### src/rtl/mine_placer.sv
// Clears the mine-bitmap RAM, then places NUM_MINES mines at distinct LFSR-drawn cells.
// Draws that are out of range, equal to the safe cell, or already mined are discarded.
module mine_placer #(
    parameter int NUM_CELLS = 256,
    parameter int NUM_MINES = 40,
    parameter int DRAW_GAP  = 8
) (
    input  logic       clk,
    input  logic       rst,
    input  logic       start,
    input  logic [7:0] safe_cell,
    input  logic [7:0] rand_num,
    output logic [7:0] mem_addr,
    output logic       mem_we,
    output logic       mem_wdata,
    input  logic       mem_rdata,
    output logic       busy,
    output logic       done,
    output logic [7:0] mines_placed
);

    localparam int               GAP_W       = $clog2(DRAW_GAP + 1);
    localparam logic [GAP_W-1:0] GAP_RELOAD  = GAP_W'(DRAW_GAP - 1);
    localparam logic [GAP_W-1:0] GAP_LAST    = GAP_W'(1);
    localparam logic [7:0]       LAST_CELL   = 8'(NUM_CELLS - 1);
    localparam logic [8:0]       CELL_LIMIT  = 9'(NUM_CELLS);
    localparam logic [7:0]       MINE_TARGET = 8'(NUM_MINES);

    if (NUM_CELLS < 3 || NUM_CELLS > 256 || NUM_MINES < 1 || NUM_MINES > NUM_CELLS - 2 ||
        DRAW_GAP < 2) begin : g_param_check
        $error("mine_placer: parameter out of range");
    end

    typedef enum logic [2:0] {IDLE, CLEAR, WAIT, DRAW, READ, CHECK, WRITE, FIN} state_t;

    state_t           state;
    logic [7:0]       safe_q;
    logic [GAP_W-1:0] gap_cnt;

    // WAIT lasts DRAW_GAP-1 cycles so consecutive rejected samples are exactly DRAW_GAP apart.
    always_ff @(posedge clk or posedge rst) begin
        if (rst) begin
            state        <= IDLE;
            safe_q       <= '0;
            gap_cnt      <= '0;
            mem_addr     <= '0;
            mem_we       <= 1'b0;
            mem_wdata    <= 1'b0;
            busy         <= 1'b0;
            done         <= 1'b0;
            mines_placed <= '0;
        end else begin
            case (state)
                IDLE: begin
                    if (start) begin
                        safe_q       <= safe_cell;
                        mines_placed <= '0;
                        mem_addr     <= '0;
                        mem_we       <= 1'b1;
                        mem_wdata    <= 1'b0;
                        busy         <= 1'b1;
                        state        <= CLEAR;
                    end
                end
                CLEAR: begin
                    if (mem_addr == LAST_CELL) begin
                        mem_we  <= 1'b0;
                        gap_cnt <= GAP_RELOAD;
                        state   <= WAIT;
                    end else begin
                        mem_addr <= mem_addr + 8'd1;
                    end
                end
                WAIT: begin
                    gap_cnt <= gap_cnt - 1'b1;
                    if (gap_cnt == GAP_LAST) begin
                        state <= DRAW;
                    end
                end
                DRAW: begin
                    if ({1'b0, rand_num} >= CELL_LIMIT || rand_num == safe_q) begin
                        gap_cnt <= GAP_RELOAD;
                        state   <= WAIT;
                    end else begin
                        mem_addr <= rand_num;
                        state    <= READ;
                    end
                end
                READ: begin
                    state <= CHECK;
                end
                CHECK: begin
                    if (mem_rdata) begin
                        gap_cnt <= GAP_RELOAD;
                        state   <= WAIT;
                    end else begin
                        mem_we    <= 1'b1;
                        mem_wdata <= 1'b1;
                        state     <= WRITE;
                    end
                end
                WRITE: begin
                    mem_we       <= 1'b0;
                    mem_wdata    <= 1'b0;
                    mines_placed <= mines_placed + 8'd1;
                    if (mines_placed + 8'd1 == MINE_TARGET) begin
                        done  <= 1'b1;
                        state <= FIN;
                    end else begin
                        gap_cnt <= GAP_RELOAD;
                        state   <= WAIT;
                    end
                end
                FIN: begin
                    done  <= 1'b0;
                    busy  <= 1'b0;
                    state <= IDLE;
                end
                default: state <= IDLE;
            endcase
        end
    end

endmodule

### config.mk
export PLATFORM = sky130hd
export DESIGN_NAME = mine_placer
export DESIGN_NICKNAME = d
export VERILOG_FILES = /design/src/rtl/mine_placer.sv
export SDC_FILE = /design/constraint.sdc
export NUM_CORES = 1
export LEC_CHECK = 0
export CAP_MARGIN = 15
export CORE_ASPECT_RATIO = 2
export CORE_MARGIN = 10
export CORE_UTILIZATION = 52
export DETAILED_ROUTE_END_ITERATION = 8
export PLACE_DENSITY = 0.8
export SKIP_CTS_REPAIR_TIMING = 1
export SLEW_MARGIN = 40
export SYNTH_ARGS = -nofsm -noshare
export SYNTH_HDL_FRONTEND = slang
export SYNTH_SLANG_ARGS = --single-unit
### constraint.sdc
create_clock -name clk -period 2.3 [get_ports clk]
set_input_delay 0.46 -clock clk [delete_from_list [all_inputs] [get_ports clk]]
set_output_delay 0.46 -clock clk [all_outputs]
set_load 0.01 [all_outputs]
==> results of run 1 <==
## through the flow
stage / utilization / area (µm²) / cells / hold slack (ns) / worst slack [ns]
after floorplan: - / 2060 / 211 / 0.480 / 0.481
after global placement: 0.660 / 2540 / 303 / 0.471 / 0.0748
after detailed placement: 0.660 / 2540 / 303 / 0.471 / 0.0615
after CTS: 0.679 / 2610 / 309 / 0.486 / 0.214
after global routing: 0.679 / 2610 / 309 / 0.511 / 0.117
final: 0.679 / 2610 / 309 / 0.479 / 0.209
## kinds of logic after synthesis
logic type	after synthesis	synth area share
buf+inv	14	0.0346
xor+xnor	13	0.0552
simple gates	77	0.198
fa+ha+maj	4	0.0243
mux	13	0.0758
compound gates	55	0.187
flops	35	0.425
## synthesized netlist by cell type (4+ instances only)
master     count  share of area
a21oi_1        7          0.017
dfrtp_1       35           0.42
ha_1           4          0.024
inv_1          7          0.013
mux2_1         5          0.027
mux2_2         4          0.022
nand2_1       22          0.040
nand2b_1       5          0.015
nand3_1        7          0.017
nand4_1        4          0.012
nor2_1        17          0.031
nor3_1         5          0.012
o21ai_0       15          0.036
o21ai_1        9          0.022
o2bb2ai_1      5          0.021
xnor2_1       10          0.042
## cell usage in the layout (no fill, tap or decap), types with 2 or more instances in the layout
master	count
and3_1	3
inv_1	7
a32oi_1	2
clkbuf_8	5
o22ai_1	2
dfrtp_1	35
ha_1	4
nor2b_1	3
o21ai_0	15
o2bb2ai_1	5
nand3b_1	2
mux2_2	4
mux2_1	5
nor2_1	17
a31oi_1	2
o21ai_1	9
a21oi_1	7
xnor2_1	10
xor2_1	3
nand4_1	4
buf_4	9
nand2b_1	5
o211ai_2	2
mux2_4	3
nor3_1	5
a22o_1	2
nand2_1	22
clkdlybuf4s50_1	39
nand3_1	7
## worst max-delay path by stage
stage	from	slack (ns)	cells past startpoint	to
2_1_floorplan	mem_addr[0]	0.48	6	mem_addr[1]
3_3_place_gp	rand_num[0]	0.07	6	gap_cnt[2]
3_5_place_dp	rand_num[0]	0.06	6	gap_cnt[2]
4_1_cts	mem_addr[1]	0.21	7	mem_addr[0]
5_1_grt	mem_addr[1]	0.12	7	mem_addr[0]
6_report	mem_addr[1]	0.21	7	mem_addr[0]
## worst max-delay path: stages (launching register included)
cell and delay, ns:
dfrtp_1 0.46, ha_1 0.26, and4_1 0.24, and2_1 0.19
a21oi_4 0.31, nor2_8 0.07, buf_4 0.16, a221o_1 0.28
## metal layers
layer / up-vias / share of wire / GRT usage
met5: - / 0 / 0
met4: 0 / 0.033 / 0.0785
met3: 14 / 0.042 / 0.0401
met2: 49 / 0.58 / 0.312
met1: 841 / 0.34 / 0.140
li1: 850 / - / -
## cell type report
class / instances / area [µm²] / area share
flip-flops and latches: 35 / 876 / 0.335
repair buffers: 48 / 458 / 0.175
well taps: 51 / 63.8 / 0.0244
multi-input cells: 162 / 1110 / 0.427
clock buffers: 6 / 72.6 / 0.0278
inverters: 7 / 26.3 / 0.0101
## power groups by stage
stage | Sequential (W) | Clock, W | Combinational [W]
after floorplan | 0.000860 | 0 | 0.000286
after global placement | 0.000867 | 0 | 0.000541
after detailed placement | 0.000869 | 0 | 0.000548
after CTS | 0.000858 | 0.000420 | 0.000553
after global routing | 0.000874 | 0.000440 | 0.000590
final | 0.000858 | 0.000413 | 0.000548
## state kept, by name (all words and copies together) (netlist names), 3 cells and up
name / cells
mem_addr: 8
state: 3
safe_q: 8
gap_cnt: 4
mines_placed: 8
==> results.sh, run 1 <==
export IMPL_drc=0
export IMPL_io_pins=40
export IMPL_n_antenna_cell=0
export IMPL_ys_ff_latch=35
export IMPL_dieHeight_um=109
export IMPL_critPathRequiredTime_ns=2.47
export IMPL_min_path_type="register to register"
export IMPL_clock_latency_ns=0.29
export IMPL_ys_types=48
export IMPL_die_area_um2=7040
export IMPL_p_int_w=0.00125
export IMPL_p_seq_frac=0.472
export IMPL_cp_max_fo=6
export IMPL_ctsRootBufferMaster="clkbuf_8"
export IMPL_cap_violations=0
export IMPL_hp_start="done"
export IMPL_r2r_cells=7
export IMPL_total_power_w=0.00182
export IMPL_drtIter0Drc=59
export IMPL_initial_utilization=0.536
export IMPL_cp_end_kind="register"
export IMPL_via_count=1754
export IMPL_cts_sinks=35
export IMPL_cts_htree_levels=2
export IMPL_ctsLongestPathBuffers=2
export IMPL_synth_fp_nets=235
export IMPL_coreArea_um2=3840
export IMPL_holdPathStages=2
export IMPL_synthCells=211
export IMPL_ys_warn_count=0
export IMPL_fmax_mhz=478
export IMPL_syn_to_final_growth_pct=26.6
export IMPL_grt_max_degree=36
export IMPL_pwr_share_clk=0.227
export IMPL_syn_area_um2=2060
export IMPL_reg2reg_setup_slack_ns=0.21
export IMPL_ys_seq_area_frac=0.425
export IMPL_drive_gt1_frac=0.124
export IMPL_wl_per_cell_um=17.3
export IMPL_rsz0062_at_grt="no"
export IMPL_fin_crit_sh=0.909
export IMPL_antenna_found_initial=0
export IMPL_powerDensity_nw_per_um2=697
export IMPL_dr_pass1_iters=4
export IMPL_final_antenna_net_count=0
export IMPL_timing_rr_start="mem_addr[1]"
export IMPL_power_frac_comb=0.301
export IMPL_slew_violations=0
export IMPL_p_sw_w=0.000566
export IMPL_fillers=314
export IMPL_setup_viol=0
export IMPL_io_buffers=39
export IMPL_syn_avg_cell_area_um2=9.77
export IMPL_grt_pass1_wl_um=8920
export IMPL_cts_tree="built"
export IMPL_dominantRegCellSynth="dfrtp_1"
export IMPL_final_setup_skew_ns=0.00519
export IMPL_status="completed"
export IMPL_period_needed_ns=2.09
export IMPL_synth_enable_flop_cells=0
export IMPL_synthArstFlopShare=1.00
export IMPL_arrival_ns=2.26
export IMPL_cts_inserted_buffers=5
export IMPL_dp_hpwl_um=4200
export IMPL_hold_violations=0
export IMPL_r2r_end="mem_addr[0]"
export IMPL_p_leak_nw=1.08
export IMPL_setup_worst_path_class="register to register"
export IMPL_wl_um=5340
export IMPL_worstMarginPinSlew_ns=0.488
export IMPL_grt_ovfl_total=0
export IMPL_vdd_drop_max_mv=0.526
export IMPL_grt_usage=0.158
export IMPL_holdPathEnd="done"
export IMPL_nNetsFinal=283
export IMPL_slew_headroom=0.675
export IMPL_finalSetupTns_ns=0
export IMPL_clk_pin_slew_ns=0.07
export IMPL_die_w_um=64.5
export IMPL_rows=32
export IMPL_gp_congestion=0.953
export IMPL_startpoint_type="register"
export IMPL_switching_share=0.311
export IMPL_vias_per_cell=5.68
export IMPL_grt_pass1_vias=1893
Power figures use the tool's default switching activity.
==> run 2: changes to the inputs <==
Settings changed: CORE_MARGIN 10 to 2.
==> results.sh, run 2 (synthesis results as in run 1) <==
export IMPL_status="completed"
export IMPL_fin_crit_sh=0.929
export IMPL_n_antenna_cell=0
export IMPL_drc=0
export IMPL_grt_pass1_vias=1865
export IMPL_reg2reg_setup_slack_ns=0.16
export IMPL_io_pins=40
export IMPL_cp_end_kind="register"
export IMPL_ctsLongestPathBuffers=2
export IMPL_io_buffers=39
export IMPL_initial_utilization=0.536
export IMPL_die_area_um2=4520
export IMPL_finalSetupTns_ns=0
export IMPL_rsz0062_at_grt="no"
export IMPL_min_path_type="input port to asynchronous set/reset pin"
export IMPL_via_count=1796
export IMPL_powerDensity_nw_per_um2=704
export IMPL_cts_tree="built"
export IMPL_drtIter0Drc=27
export IMPL_ctsRootBufferMaster="clkbuf_8"
export IMPL_cts_inserted_buffers=5
export IMPL_grt_usage=0.247
export IMPL_drive_gt1_frac=0.127
export IMPL_gp_congestion=0.908
export IMPL_slew_violations=0
export IMPL_rows=32
export IMPL_cts_htree_levels=2
export IMPL_worstMarginPinSlew_ns=0.508
export IMPL_setup_viol=0
export IMPL_final_setup_skew_ns=0.00827
export IMPL_nNetsFinal=283
export IMPL_cts_sinks=35
export IMPL_final_common_cell="clkdlybuf4s50_1"
export IMPL_fmax_mhz=468
export IMPL_period_needed_ns=2.14
export IMPL_total_power_w=0.00184
export IMPL_dp_hpwl_um=3890
export IMPL_wl_um=4930
export IMPL_cap_violations=0
export IMPL_final_antenna_net_count=0
export IMPL_wl_per_cell_um=15.8
export IMPL_vdd_drop_max_mv=0.612
export IMPL_dr_pass1_iters=4
export IMPL_vias_per_cell=5.77
export IMPL_antenna_found_initial=0
export IMPL_final_cell_mix="clkdlybuf4s50_1, dfrtp_1, nand2_1"
export IMPL_slew_headroom=0.660
export IMPL_setup_worst_path_class="register to register"
export IMPL_startpoint_type="register"
export IMPL_syn_to_final_growth_pct=27.1
export IMPL_dieHeight_um=93.1
export IMPL_cp_max_fo=6
export IMPL_grt_ovfl_total=0
export IMPL_arrival_ns=2.31
export IMPL_die_w_um=48.5
export IMPL_grt_max_degree=16
export IMPL_coreArea_um2=3840
export IMPL_grt_pass1_wl_um=8460
export IMPL_hold_violations=0
export IMPL_critPathRequiredTime_ns=2.47
export IMPL_top_regs="mem_addr (8), mines_placed (8), safe_q (8)"
export IMPL_p_leak_nw=1.08
export IMPL_clock_latency_ns=0.29
export IMPL_clk_pin_slew_ns=0.07
## run 2: cell count changes in the layout (fill, tap and decap cells not counted)
| cell | before | now |
|---|---|---|
| clkbuf_1 | 1 | 2 |
| clkinv_2 | 0 | 1 |
## run 2: metrics by stage
step | worst slack [ns] | cell area, µm² | cells | util | hold slack (ns)
final | 0.163 | 2620 | 311 | 0.682 | 0.476
after global routing | 0.105 | 2620 | 311 | 0.682 | 0.515
after CTS | 0.188 | 2620 | 311 | 0.682 | 0.483
after detailed placement | 0.0144 | 2540 | 303 | 0.660 | 0.480
after global placement | 0.0510 | 2540 | 303 | 0.660 | 0.484
after floorplan | 0.481 | 2060 | 211 | - | 0.480
## run 2: path summary, 6_finish.rpt
path | from | to | cells past startpoint
max | mem_addr[1] | mem_addr[0] | 7
min | rst | mem_addr[4] | 2
max reg2reg | mem_addr[1] | mem_addr[0] | 7
min reg2reg | done | done | 2
max in group asynchronous | rst | mem_wdata | 3
min in group clk | done | done | 2
## run 2: cell type report
type | count | area, µm²
timing repair buffer | 48 | 458
tap | 51 | 63.8
clock inverter | 1 | 5.00
sequential | 35 | 876
inverter | 7 | 26.3
multi-input combinational | 162 | 1110
clock buffer | 7 | 76.3
fill | 325 | 1220
## run 2: where the power goes
group / switching (W) / internal, W / total, W
Sequential: 0.000122 / 0.000730 / 0.000852
Combinational: 0.000230 / 0.000331 / 0.000560
Clock: 0.000219 / 0.000212 / 0.000431
Total: 0.000571 / 0.00127 / 0.00184
## run 2: layer usage
metal	share of wire	GRT usage	wire length (µm)
met5	0	0	0
met1	0.33	0.239	1650
met2	0.58	0.468	2870
met3	0.037	0.0383	180
met4	0.045	0.169	224
## run 2: worst max-delay path: stages, from the launching register on
cell	delay (ns)
dfrtp_1	0.47
ha_1	0.26
and4_1	0.26
and2_1	0.20
a21oi_4	0.30
nor2_8	0.07
buf_4	0.16
a221o_1	0.28
==> run 3: changes to the inputs <==
Settings changed: SLEW_MARGIN 40 to 10.
==> results of run 3 <==
No change in the layout: final DEF, timing and power equal those of run 2.
